**config.mk**
```make
export PLATFORM = sky130hd
export DESIGN_NAME = jk_bank_arbiter_flat
export DESIGN_NICKNAME = d
export VERILOG_FILES = /design/src/rtl/jk_bank_arbiter_if.sv /design/src/rtl/jk_bank_arbiter.sv /design/src/flat_wrapper.sv
export SDC_FILE = /design/constraint.sdc
export NUM_CORES = 1
export LEC_CHECK = 0
export ABC_AREA = 1
export CORE_AREA = 2 2 84 86
export CTS_CLUSTER_DIAMETER = 200
export DETAILED_ROUTE_END_ITERATION = 8
export DIE_AREA = 0 0 86 88
export PLACE_DENSITY = 0.69
export SLEW_MARGIN = 20
export SYNTH_ARGS = -nofsm -noshare
export SYNTH_HDL_FRONTEND = slang
export SYNTH_SLANG_ARGS = --single-unit
```
**constraint.sdc**
```tcl
create_clock -name clk -period 2.1 [get_ports clk]
set_input_delay 0.315 -clock clk [delete_from_list [all_inputs] [get_ports clk]]
set_output_delay 0.315 -clock clk [all_outputs]
set_load 0.05 [all_outputs]
```
**src/rtl/jk_bank_arbiter_if.sv**
```systemverilog
// Requester-side bundle for the JK bank arbiter: requests, ops and masks in, acks and bank state out.
// The arbiter takes the slave modport; the agent (or bench) drives the master modport.
interface jk_bank_arbiter_if #(
   parameter int NREQ  = 4,
   parameter int WIDTH = 8
);
   localparam int IDW = (NREQ > 1) ? $clog2(NREQ) : 1;

   logic                  clr;
   logic [NREQ-1:0]       req;
   logic [2*NREQ-1:0]     jk;
   logic [NREQ*WIDTH-1:0] mask;
   logic [NREQ-1:0]       ack;
   logic                  busy;
   logic [IDW-1:0]        cur_id;
   logic [WIDTH-1:0]      q;
   logic [15:0]           op_cnt;

   modport master (
      output clr, req, jk, mask,
      input  ack, busy, cur_id, q, op_cnt
   );

   modport slave (
      input  clr, req, jk, mask,
      output ack, busy, cur_id, q, op_cnt
   );
endinterface

```
**src/rtl/jk_bank_arbiter.sv**
```systemverilog
// Round-robin arbiter applying one requester's JK op to a masked WIDTH-bit bank.
// Grant -> q/ack 2 edges later, one op per 3 cycles; requesters hold req (level) until ack.
module jk_bank_arbiter #(
   parameter int NREQ  = 4,
   parameter int WIDTH = 8
) (
   input  logic              clk,
   input  logic              rst_n,
   jk_bank_arbiter_if.slave  bus
);
   localparam int IDW = (NREQ > 1) ? $clog2(NREQ) : 1;

   typedef enum logic [1:0] {
      IDLE = 2'd0,
      EXEC = 2'd1,
      ACK  = 2'd2
   } state_t;

   state_t           state_q, state_d;
   logic [IDW-1:0]   cur_id_q, cur_id_d;
   logic [IDW-1:0]   ptr_q, ptr_d;
   logic [1:0]       op_q, op_d;
   logic [WIDTH-1:0] mask_q, mask_d;
   logic [WIDTH-1:0] bank_q, bank_d;
   logic [NREQ-1:0]  ack_q, ack_d;
   logic             busy_q, busy_d;
   logic [15:0]      op_cnt_q, op_cnt_d;
   logic             win_vld;
   logic [IDW-1:0]   win_id;

   // Scan from the farthest offset down so the nearest set bit at/after ptr wins.
   always_comb begin
      win_vld = 1'b0;
      win_id  = '0;
      for (int k = NREQ - 1; k >= 0; k--) begin
         if (bus.req[(int'(ptr_q) + k) % NREQ]) begin
            win_vld = 1'b1;
            win_id  = IDW'((int'(ptr_q) + k) % NREQ);
         end
      end
   end

   always_comb begin
      state_d  = state_q;
      cur_id_d = cur_id_q;
      ptr_d    = ptr_q;
      op_d     = op_q;
      mask_d   = mask_q;
      bank_d   = bank_q;
      ack_d    = '0;
      busy_d   = busy_q;
      op_cnt_d = op_cnt_q;

      case (state_q)
         IDLE: begin
            if (win_vld) begin
               cur_id_d = win_id;
               op_d     = bus.jk[2*int'(win_id) +: 2];
               mask_d   = bus.mask[int'(win_id)*WIDTH +: WIDTH];
               busy_d   = 1'b1;
               state_d  = EXEC;
            end
         end
         EXEC: begin
            for (int b = 0; b < WIDTH; b++) begin
               if (mask_q[b]) begin
                  case (op_q)
                     2'b01:   bank_d[b] = 1'b0;
                     2'b10:   bank_d[b] = 1'b1;
                     2'b11:   bank_d[b] = ~bank_q[b];
                     default: bank_d[b] = bank_q[b];
                  endcase
               end
            end
            ack_d[cur_id_q] = 1'b1;
            op_cnt_d        = op_cnt_q + 16'd1;
            ptr_d           = (int'(cur_id_q) == NREQ - 1) ? '0 : cur_id_q + IDW'(1);
            state_d         = ACK;
         end
         ACK: begin
            busy_d  = 1'b0;
            state_d = IDLE;
         end
         default: begin
            busy_d  = 1'b0;
            state_d = IDLE;
         end
      endcase

      // Clear drops any latched op unexecuted; counter and pointer survive it.
      if (bus.clr) begin
         bank_d   = '0;
         state_d  = IDLE;
         ack_d    = '0;
         busy_d   = 1'b0;
         op_cnt_d = op_cnt_q;
         ptr_d    = ptr_q;
      end
   end

   always_ff @(posedge clk or negedge rst_n) begin
      if (!rst_n) begin
         state_q  <= IDLE;
         cur_id_q <= '0;
         ptr_q    <= '0;
         op_q     <= '0;
         mask_q   <= '0;
         bank_q   <= '0;
         ack_q    <= '0;
         busy_q   <= 1'b0;
         op_cnt_q <= '0;
      end else begin
         state_q  <= state_d;
         cur_id_q <= cur_id_d;
         ptr_q    <= ptr_d;
         op_q     <= op_d;
         mask_q   <= mask_d;
         bank_q   <= bank_d;
         ack_q    <= ack_d;
         busy_q   <= busy_d;
         op_cnt_q <= op_cnt_d;
      end
   end

   assign bus.ack    = ack_q;
   assign bus.busy   = busy_q;
   assign bus.cur_id = cur_id_q;
   assign bus.q      = bank_q;
   assign bus.op_cnt = op_cnt_q;
endmodule

```
**src/flat_wrapper.sv**
```systemverilog
// flat-port wrapper written by rule: the top's interface ports become plain ports
module jk_bank_arbiter_flat 
#(
   parameter int NREQ  = 4,
   parameter int WIDTH = 8
)
  (clk, rst_n, bus_clr, bus_req, bus_jk, bus_mask, bus_ack, bus_busy, bus_cur_id, bus_q, bus_op_cnt);
  jk_bank_arbiter_if #(.NREQ(NREQ), .WIDTH(WIDTH)) bus_i ();
  input  logic clk;
  input  logic rst_n;
  input wire logic [$bits(bus_i.clr)-1:0] bus_clr;
  input wire logic [$bits(bus_i.req)-1:0] bus_req;
  input wire logic [$bits(bus_i.jk)-1:0] bus_jk;
  input wire logic [$bits(bus_i.mask)-1:0] bus_mask;
  output wire logic [$bits(bus_i.ack)-1:0] bus_ack;
  output wire logic [$bits(bus_i.busy)-1:0] bus_busy;
  output wire logic [$bits(bus_i.cur_id)-1:0] bus_cur_id;
  output wire logic [$bits(bus_i.q)-1:0] bus_q;
  output wire logic [$bits(bus_i.op_cnt)-1:0] bus_op_cnt;
  assign bus_i.clr = bus_clr;
  assign bus_i.req = bus_req;
  assign bus_i.jk = bus_jk;
  assign bus_i.mask = bus_mask;
  assign bus_ack = bus_i.ack;
  assign bus_busy = bus_i.busy;
  assign bus_cur_id = bus_i.cur_id;
  assign bus_q = bus_i.q;
  assign bus_op_cnt = bus_i.op_cnt;
  jk_bank_arbiter #(.NREQ(NREQ), .WIDTH(WIDTH)) u_core (.clk(clk), .rst_n(rst_n), .bus(bus_i));
endmodule
```
# Word level (Yosys, flattened, before mapping)
# Index checks and enable logic that the tools add are counted.
[totals]
reg_bits = 45
latchBits = 0
ram_bits = 0
rom_bits = 0
input_bits = 47
memories = 0
[op_classes]
n_addsub = 5
mul = 0
div_mod_pow = 0
order_cmp = 6
eq_ne = 7
shifts = 2
mux = 48
bitwise_logic = 12
n_reduce_logical = 26
[op_table]
columns = ["cell", "count"]
rows = [
  ["$shiftx 32x6->8", 1],
  ["$pmux 1 s3", 8],
  ["$reduce_and 3->1", 8],
  ["$mux 1", 22],
  ["$reduce_bool 2->1", 9],
  ["$add 16x1->16 const B", 1],
  ["$mux 8", 2],
  ["$mux 2", 7],
  ["$lt 3x4->1 const B", 3],
  ["$not 1->1", 9],
  ["$bmux 1 s2", 4],
  ["$mux 4", 2],
  ["$shiftx 8x4->2", 1],
  ["$eq 2x1->1 const B", 3],
  ["$lt 2x3->1 const B", 2],
  ["$reduce_and 2->1", 3],
  ["$reduce_or 2->1", 3],
  ["$add 2x1->2 const B", 2],
  ["$add 2x2->2 const B", 2],
  ["$eq 2x2->1 const B", 2],
  ["$pmux 2 s2", 1],
  ["$reduce_bool 4->1", 1],
  ["$and 1x1->1 const A", 3],
  ["$ne 3x2->1 const B", 1],
  ["6 further kinds", 6],
]

# Logic depth before layout (Yosys ltp)
# Gate-level depths: netlist of run 1.
[depth]
ltp_word = 13
mapped_depth = 15

# Worst setup path after synthesis of run 1
# Ideal clock, no wire load.
[synth_timing]
path_type = "register to register"
startpoint = "register u_core.op_cnt_q[2] (netlist: u_core.bus.op_cnt[2])"
endpoint = "register u_core.op_cnt_q[15] (netlist: u_core.bus.op_cnt[15])"
setup_ns = 0.140
arrival_time_ns = 1.785
required_ns = 1.960
slack_ns = 0.174
stages_incl_launch_ff = 9
path_buffers = 0
synth_period_minus_slack_ns = 1.926
cell_sequence = "dfrtp_1 nand3_1 nor2_2 nand3b_1 nor2_2 nand3_1 nor2_1 nand3_1 xnor2_1"
[synth_via]
elab_chain_cells = 1
[synth_lines]
columns = ["element", "line", "text"]
rows = [
  ["start: declaration", "jk_bank_arbiter.sv:27", "logic [15:0] op_cnt_q, op_cnt_d;"],
  ["start signal: assignment", "jk_bank_arbiter.sv:121", "op_cnt_q <= op_cnt_d;"],
  ["$add 16x1->16", "jk_bank_arbiter.sv:76", "op_cnt_d = op_cnt_q + 16'd1;"],
]
# No other way between the ends.
# A chain may end at the register's enable or synchronous reset.

# Worst setup path after layout of run 1
[layout_timing]
startpoint = "register u_core.op_cnt_q[2] (netlist: u_core.bus.op_cnt[2])"
endpoint = "output bus_op_cnt[2]"
[layout_lines]
columns = ["element", "line", "text"]
rows = [
  ["end: declaration", "flat_wrapper.sv:19", "output wire logic [$bits(bus_i.op_cnt)-1:0] bus_op_cnt;"],
]
# No word-level cell between the ends.

==> results of run 1 <==
-- layer usage --
| metal | wire [um] | GRT usage | part of all wire |
|---|---|---|---|
| met1 | 2689 | 0.2087 | 0.48 |
| met2 | 2562 | 0.2777 | 0.46 |
| met3 | 289 | 0.03110 | 0.052 |
| met4 | 30 | 0.04185 | 0.0054 |
| met5 | 0 | 0 | 0 |
-- worst register-to-register path, delay by kind of cell (launching register included) --
family | cells | cell delay (ps)
buffers and inverters | 2 | 340
DFF | 1 | 460
and+or+nand+nor | 11 | 920
-- final cells by class --
type | count | area share
sequential | 45 | 0.3047
clock buffer | 5 | 0.01860
timing repair buffer | 87 | 0.2357
tap | 80 | 0.02705
clock inverter | 3 | 0.01759
multi-input combinational | 250 | 0.3223
inverter | 73 | 0.07406
-- cell families after synthesis --
group / count (synthesis)
flops: 45
simple gates: 207
buf+inv: 83
xor+xnor: 15
fa+ha+maj: 5
compound gates: 23
-- registers in the layout, indices dropped and copies added (netlist names) --
name / flops
u_core.bus.op_cnt: 16
u_core.ptr_q: 2
u_core.state_q: 2
u_core.bus.q: 8
u_core.op_q: 2
u_core.bus.cur_id: 2
u_core.bus.ack: 4
u_core.bus.busy: 1
u_core.mask_q: 8
-- worst min path at each step --
stage	cells after the start	from	to	slack, ps
finish	1	u_core.bus.op_cnt[15]	u_core.bus.op_cnt[15]	470
global route	1	u_core.bus.op_cnt[15]	u_core.bus.op_cnt[15]	490
CTS	1	u_core.bus.op_cnt[15]	u_core.bus.op_cnt[15]	480
detailed placement	1	rst_n	u_core.bus.op_cnt[4]	310
global placement	1	rst_n	u_core.bus.op_cnt[4]	310
floorplan	0	rst_n	u_core.bus.ack[0]	20
-- metrics by stage --
stage / instance area, sq um / total power (uW) / hold WS [ps] / cells
after global placement: 3546 / 4427 / 310.5 / 534
after global routing: 3700 / 5778 / 487.8 / 543
after CTS: 3690 / 5275 / 476.4 / 543
after detailed placement: 3546 / 4499 / 312.5 / 534
after floorplan: 2643 / 3680 / 19.41 / 378
final: 3700 / 5256 / 470.0 / 543
-- cells in the final DEF (no fill, tap or decap), drive strengths merged --
cell,instances
nand2,137
dfrtp,45
nor2,12
o21ai,15
dlygate4sd3,1
inv,73
buf,10
nand3b,2
bufinv,2
nor3,2
or2,1
nand4,1
nand3,52
clkdlybuf4s50,76
xor2,6
ha,5
xnor2,9
a21oi,8
clkinv,1
clkbuf,5
-- power breakdown --
part | switching, uW | leakage, uW | internal, uW
combinational | 1970 | 0.00140 | 1140
clock | 285 | 0.0000681 | 472
sequential | 238 | 0.000589 | 1150
-- timing repair --
action	CTS	global route
setup buffers	0	0
setup endpoints to repair	0	10
hold buffers	1	0
resized for setup	0	3
endpoints found under the hold margin	20	0
==> run metrics, run 1 <==
die area=between 0.007 and 0.008 sq mm; Syn. warnings=0; CP delay by family, top=buffers and inverters; worst setup path start=u_core.bus.op_cnt[2]; CP Capture Point=bus_op_cnt[2]; Max clock buf depth=2; Final Hold Viols=0; largest family of logic cells by synthesized area=simple AND/OR/NAND/NOR gates; CP Cell Sequence=clkdlybuf4s50_1; crit end category=primary output; Num CTS Buffers=5; crit path kind=register to primary output; CTS tree=built; sequential cell area=0.001127 sq mm; Rows=30; first-pass GRT wire length=10070 um; nets=514; Register-to-Register Path Depth=13; worst r2r src=u_core.ptr_q[0]; Die Y=88 um; initial core utilization=0.3977; pin count of the biggest net entering global routing=26; WP buf/inv=1; status=finished clean; GP Congestion=a little under 0.8; Slew headroom=0.6471; vias in the first global route=2353; Post-DP HPWL=4476 um; post-synthesis register bit count=45; Synth Net Count=430; HP Class=register to register; Synth Area in Compound Gates=0.04356; Clock Latency Late Sink=290 ps; Area contributors post-synth=dfrtp_1 (43%), nand2_1 (19%), inv_1 (9.9%); Die W=86 um; CP required=1780 ps; Reg2Reg Capture Point=u_core.op_q[0]; CP Launch Type=register; Clock transition at path regs=80 ps; Post-Synth XOR/XNOR Area=0.04972; Synth Flop Type=dfrtp_1; multi-input logic area=0.001192 sq mm; Antenna Nets Post-Route=0; Final Cycle Share=0.8961; vias after detailed routing=2455; initial antenna violation count=0; EDFF count, synth=0; synth cell count leaders=nand2_1 (133), inv_1 (70), nand3_1 (52); reg-to-reg setup timing slack=around 280 ps; number of inserted diodes=0; Root Driver=clkbuf_8; DRC Markers=0; fin. max-slew vios=0; Initial DRT Pass Iterations=4; wirelength, routed=roughly 5600 um; Worst Path Arrival=1570 ps; PortBufs=between 70 and 80; layout cell share with drive strength beyond 1=0.06479; Total Routing Usage GR=0.1613; Worst IR Drop VDD=0.9059 mV; Crit Path Max Fanout=5; power per cell area=1421 mW/mm^2; area grow syn2layout=40.01%; MaxCap Viol Count=0; clk sink count=45; sequential area share after synthesis=0.4261; Core Util, Final=0.5569; Setup TNS Final=0 ps; LEAKAGE=0.002057 uW; worst slew pin tran=527.6 ps; final setup fails=0; Slowest cell on crit path=clkdlybuf4s50_1; final worst slack=218.2 ps; H-tree levels=2; Synth area leader=dfrtp_1; synthesized instance count=378; fmax=531.4 MHz; post-synth cell types=22; area of the core=0.006644 sq mm; simple-gate area share of the yosys netlist=0.3324; fin crit period=1882 ps; post-synthesis adder-cell area fraction=0.02367; wire per inst=10.26 um; DR iter-0 viols=roughly 100; asr flop ratio synth=1.000; Critical Path Max Stage Delay=~840 ps; RSZ-0062 raised after global routing=false; Layout fillers=630; Synth top area share=0.4261; pre-CTS WS=10.66 ps; io pins=78; stages on the worst setup path=1; count leader, synth=nand2_1; Worst Skew=5.321 ps; Synth Cell Area=0.002643 sq mm; mux share of post-synthesis cell area=0; number of vias per cell=4.521; total global routing overflow=0; syn_area_per_cell=6.991 sq um
Note: power is estimated with default switching activity, not from simulation.
==> run 2: changes to the inputs <==
- SKIP_CTS_REPAIR_TIMING: not set -> 1
==> run 2 against run 1 <==
Effect of this change: the flow now finishes with violations (negative hold slack); sequential cell count unchanged; via count decreased by 0.16%; largest cell class unchanged; combinational power about the same; sequential share of layout area increased by 0.083 points; routed wire length decreased by 0.23%; sequential power about the same; worst hold slack got worse by 490 ps; non-clock buffer count decreased by 1; critical path type unchanged; critical endpoint unchanged.
==> run metrics, run 2 (synthesis gave the netlist of run 1 again) <==
layout cell share with drive strength beyond 1=0.06494 (+0.0001402); initial core utilization=0.3977 (unchanged); io pins=78 (unchanged); most common cell after layout, fill and taps aside=nand2_1; Worst Path Arrival=1570 ps (about the same); vias in the first global route=2353 (unchanged); Slowest cell on crit path=clkdlybuf4s50_1; power per cell area=1423 mW/mm^2 (+0.17%); CP required=1780 ps (about the same); met2 usage=0.2777 (unchanged); Initial DRT Pass Iterations=4 (unchanged); CTS tree=built; met3 usage=0.03110 (unchanged); H-tree levels=2 (unchanged); DRC Markers=0 (unchanged); Total Routing Usage GR=0.1613 (unchanged); clk sink count=45 (unchanged); CP delay by family, top=buffers and inverters; Max clock buf depth=2 (unchanged); fmax=531.4 MHz (about the same); area grow syn2layout=39.63%; wirelength, routed=5558 um (-0.23%); pin count of the biggest net entering global routing=26 (unchanged); Core Util, Final=0.5554 (-0.001507); Crit Path Max Fanout=5 (unchanged); RSZ-0062 raised after global routing=false; Rows=30 (unchanged); Setup TNS Final=0 ps (unchanged); Die Y=88 um (unchanged); crit path kind=register to primary output; fin crit period=1882 ps (+0.007000 ps); number of vias per cell=4.522 (about the same); final worst slack=218.2 ps (-0.007000 ps); LEAKAGE=0.002053 uW (-0.20%); GP Congestion=0.7777 (unchanged); CP Launch Type=register; pre-CTS WS=10.66 ps (unchanged); multi-input logic area=0.001192 sq mm (unchanged); Final Hold Viols=20 (+20); Clock Latency Late Sink=290 ps (about the same); WP buf/inv=1 (unchanged); Die W=86 um (unchanged); fin. max-slew vios=0 (unchanged); Final Cycle Share=0.8961 (about the same); die area=0.007568 sq mm (unchanged); worst slew pin tran=527.6 ps (unchanged); HP Class=input pin to asynchronous set/reset pin; vias after detailed routing=2451 (-0.16%); status=complete, but fails checks; MaxCap Viol Count=0 (unchanged); sequential cell area=0.001127 sq mm (unchanged); commonest non-fill, non-tap cells in the layout=nand2_1 (133), clkdlybuf4s50_1 (76), inv_1 (70); crit end category=primary output; Critical Path Max Stage Delay=840 ps (about the same); Antenna Nets Post-Route=0 (unchanged); Num CTS Buffers=5 (unchanged); total global routing overflow=0 (unchanged); Layout fillers=631 (+0.16%); wire per inst=10.25 um (about the same); PortBufs=77 (unchanged); failing checks=negative hold slack; Worst IR Drop VDD=0.9023 mV (-0.40%); number of inserted diodes=0 (unchanged); layer with the highest usage=met2; CP Cell Sequence=clkdlybuf4s50_1; area of the core=0.006644 sq mm (unchanged); nets=513 (-0.19%); DR iter-0 viols=110 (+5.8%); final setup fails=0 (unchanged); Clock transition at path regs=80 ps (about the same); hold_ws=-23.60 ps (-493.6 ps); GR Util met1=0.2087 (unchanged); initial antenna violation count=0 (unchanged); Slew headroom=0.6471 (unchanged); Root Driver=clkbuf_8; Worst Skew=5.321 ps (-0.0001200 ps); max reg flops=16 (unchanged); final total power=5250 uW (-0.10%); Post-DP HPWL=4476 um (unchanged); first-pass GRT wire length=10070 um (unchanged)
[run 2: cell types whose count changed in the layout (fill, tap and decap cells not counted)]
cell / before / now
dlygate4sd3_1: 1 / 0
[run 2: layout make-up]
type                       instances  area share
timing repair buffer              86      0.2336
tap                               80     0.02713
clock buffer                       5     0.01865
clock inverter                     3     0.01763
sequential                        45      0.3055
multi-input combinational        250      0.3232
inverter                          73     0.07426
[run 2: path summary, 6_finish.rpt]
| path | from | endpoint | slack [ps] | cells past startpoint |
|---|---|---|---|---|
| worst max-delay path | u_core.bus.op_cnt[2] | bus_op_cnt[2] | 220 | 1 |
| worst min-delay path | rst_n | u_core.bus.op_cnt[4] | -20 | 1 |
| worst max register to register | u_core.ptr_q[0] | u_core.op_q[0] | 280 | 13 |
| worst min register to register | u_core.bus.op_cnt[15] | u_core.bus.op_cnt[15] | 470 | 1 |
| max in group asynchronous | rst_n | u_core.ptr_q[0] | 1610 | 2 |
| min in group clk | u_core.bus.op_cnt[15] | u_core.bus.op_cnt[15] | 470 | 1 |
[run 2: layer usage]
layer  part of all wire  vias up
li1                   -     1305
met1               0.48     1068
met2               0.46       76
met3              0.050        2
met4             0.0054        0
met5                  0        -
[run 2: through the flow]
stage          cell area (sq um)  hold slack [ps]  std cells
2_1_floorplan               2643            19.41        378
3_3_place_gp                3546            310.5        534
3_5_place_dp                3546            312.5        534
4_1_cts                     3680           -15.53        542
5_1_grt                     3690            13.45        542
6_report                    3690           -23.60        542
[run 2: power breakdown]
| part | switching [uW] | internal [uW] |
|---|---|---|
| clock network | 285 | 472 |
| registers | 237 | 1150 |
| logic | 1970 | 1140 |
| total | 2490 | 2760 |
==> run 3: changes to the inputs <==
- PLACE_DENSITY: 0.69 -> 0.79
==> run 3 against run 2 <==
Effect of this change: the run now ends clean; routed wire length is 4.0% higher; via count is 1.8% higher; maximum frequency hardly changed; core utilization is 0.79 points lower; largest power group unchanged; highest routed layer unchanged.
==> run metrics, run 3 (synthesis gave the netlist of run 1 again) <==
status=finished clean; initial antenna violation count=0 (unchanged); Crit Path Max Fanout=5 (unchanged); area grow syn2layout=37.64%; Max clock buf depth=2 (unchanged); Worst Path Arrival=1570 ps (about the same); Rows=30 (unchanged); number of vias per cell=4.619 (+2.1%); commonest non-fill, non-tap cells in the layout=nand2_1 (133), clkdlybuf4s50_1 (76), inv_1 (70); Slowest cell on crit path=clkdlybuf4s50_1; nets=512 (-0.19%); WP buf/inv=1 (unchanged); layout cell share with drive strength beyond 1=0.05870 (-0.006239); DRC Markers=0 (unchanged); CP required=1780 ps (about the same); most common cell after layout, fill and taps aside=nand2_1; area of the core=0.006644 sq mm (unchanged); WL met3=341 um (+22%); CP Launch Type=register; vias in the first global route=2329 (-1.0%); die area=0.007568 sq mm (unchanged); first-pass GRT wire length=10080 um (+0.13%); Worst Skew=4.362 ps (-0.9590 ps); Root Driver=clkbuf_8; Core Util, Final=0.5475 (-0.007909); HP Class=input pin to asynchronous set/reset pin; Die W=86 um (unchanged); wl on met1=2623 um (-2.6%); final setup fails=0 (unchanged); LEAKAGE=0.002024 uW (-1.4%); crit end category=primary output; uppermost routed layer=met4; Slew headroom=0.5273 (-0.1199); fmax=530.9 MHz (about the same); final total power=5089 uW (-3.1%); max reg flops=16 (unchanged); metal2 WL=2754 um (+7.8%); vias after detailed routing=2494 (+1.8%); Total Routing Usage GR=0.1624 (+0.001157); crit path kind=register to primary output; Final Hold Viols=0 (-100%); wire per inst=10.71 um (+4.4%); Clock Latency Late Sink=290 ps (about the same); MaxCap Viol Count=0 (unchanged); H-tree levels=2 (unchanged); total global routing overflow=0 (unchanged); initial core utilization=0.3977 (unchanged); CP Cell Sequence=clkdlybuf4s50_1; fin. max-slew vios=0 (unchanged); Num CTS Buffers=5 (unchanged); Antenna Nets Post-Route=0 (unchanged); clk sink count=45 (unchanged); wirelength, routed=5783 um (+4.0%); Worst IR Drop VDD=0.6461 mV (-28%); io pins=78 (unchanged); Clock transition at path regs=80 ps (about the same); Final Cycle Share=0.8970 (about the same); PortBufs=77 (unchanged); RSZ-0062 raised after global routing=false; GP Congestion=0.8152 (+4.8%); number of inserted diodes=0 (unchanged); CTS tree=built; Critical Path Max Stage Delay=840 ps (about the same); DR iter-0 viols=120 (+9.1%); fin crit period=1884 ps (+1.856 ps); power per cell area=1399 mW/mm^2 (-1.7%); CP delay by family, top=buffers and inverters; Post-DP HPWL=4567 um (+2.0%); pin count of the biggest net entering global routing=33 (+27%); Initial DRT Pass Iterations=6 (+2); Die Y=88 um (unchanged); worst slew pin tran=709.1 ps (+181.5 ps)
## run 3: cell count changes in the layout (fill, tap and decap cells not counted)
cell,before,now
bufinv_16,2,0
buf_4,6,5
clkbuf_1,0,1
clkbuf_8,5,6
clkinv_2,1,0
inv_2,3,2
inv_4,0,1
## run 3: per-stage QoR
stage | worst slack (ps) | setup TNS (ps) | std cells | cell area, sq um | hold slack (ps)
after floorplan | 174.3 | 0 | 378 | 2643 | 19.41
after global placement | 61.71 | 0 | 533 | 3538 | 400.4
after detailed placement | -36.16 | -171.8 | 533 | 3538 | 406.1
after CTS | 159.4 | 0 | 540 | 3625 | 88.98
after global routing | 28.30 | 0 | 540 | 3637 | 126.5
final | 216.3 | 0 | 540 | 3637 | 71.94
## run 3: area by class of cell
type                       instances  area [sq um]
clock buffer                       7         86.33
inverter                          73         276.5
sequential                        45          1127
fill                             625          3007
multi-input combinational        250          1192
tap                               80         100.1
timing repair buffer              85         854.6
## run 3: metal layers
| metal | track usage | up-vias |
|---|---|---|
| li1 | - | 1310 |
| met1 | 0.2046 | 1089 |
| met2 | 0.2847 | 88 |
| met3 | 0.02828 | 7 |
| met4 | 0.05051 | 0 |
| met5 | 0 | - |
## run 3: power breakdown
group	switching (uW)	total [uW]	internal, uW
clock	261	521	261
sequential	249	1400	1150
combinational	2020	3170	1150
## run 3: final timing paths
check / from / endpoint / slack (ps) / depth (start not counted)
min in group clk: u_core.bus.op_cnt[15] / u_core.bus.op_cnt[15] / 470 / 1
setup / recovery: u_core.bus.op_cnt[2] / bus_op_cnt[2] / 220 / 1
max in group asynchronous: rst_n / u_core.bus.busy / 1370 / 2
hold / removal: rst_n / u_core.bus.op_cnt[11] / 70 / 1
hold reg to reg: u_core.bus.op_cnt[15] / u_core.bus.op_cnt[15] / 470 / 1
setup reg to reg: u_core.ptr_q[1] / u_core.mask_q[5] / 290 / 13
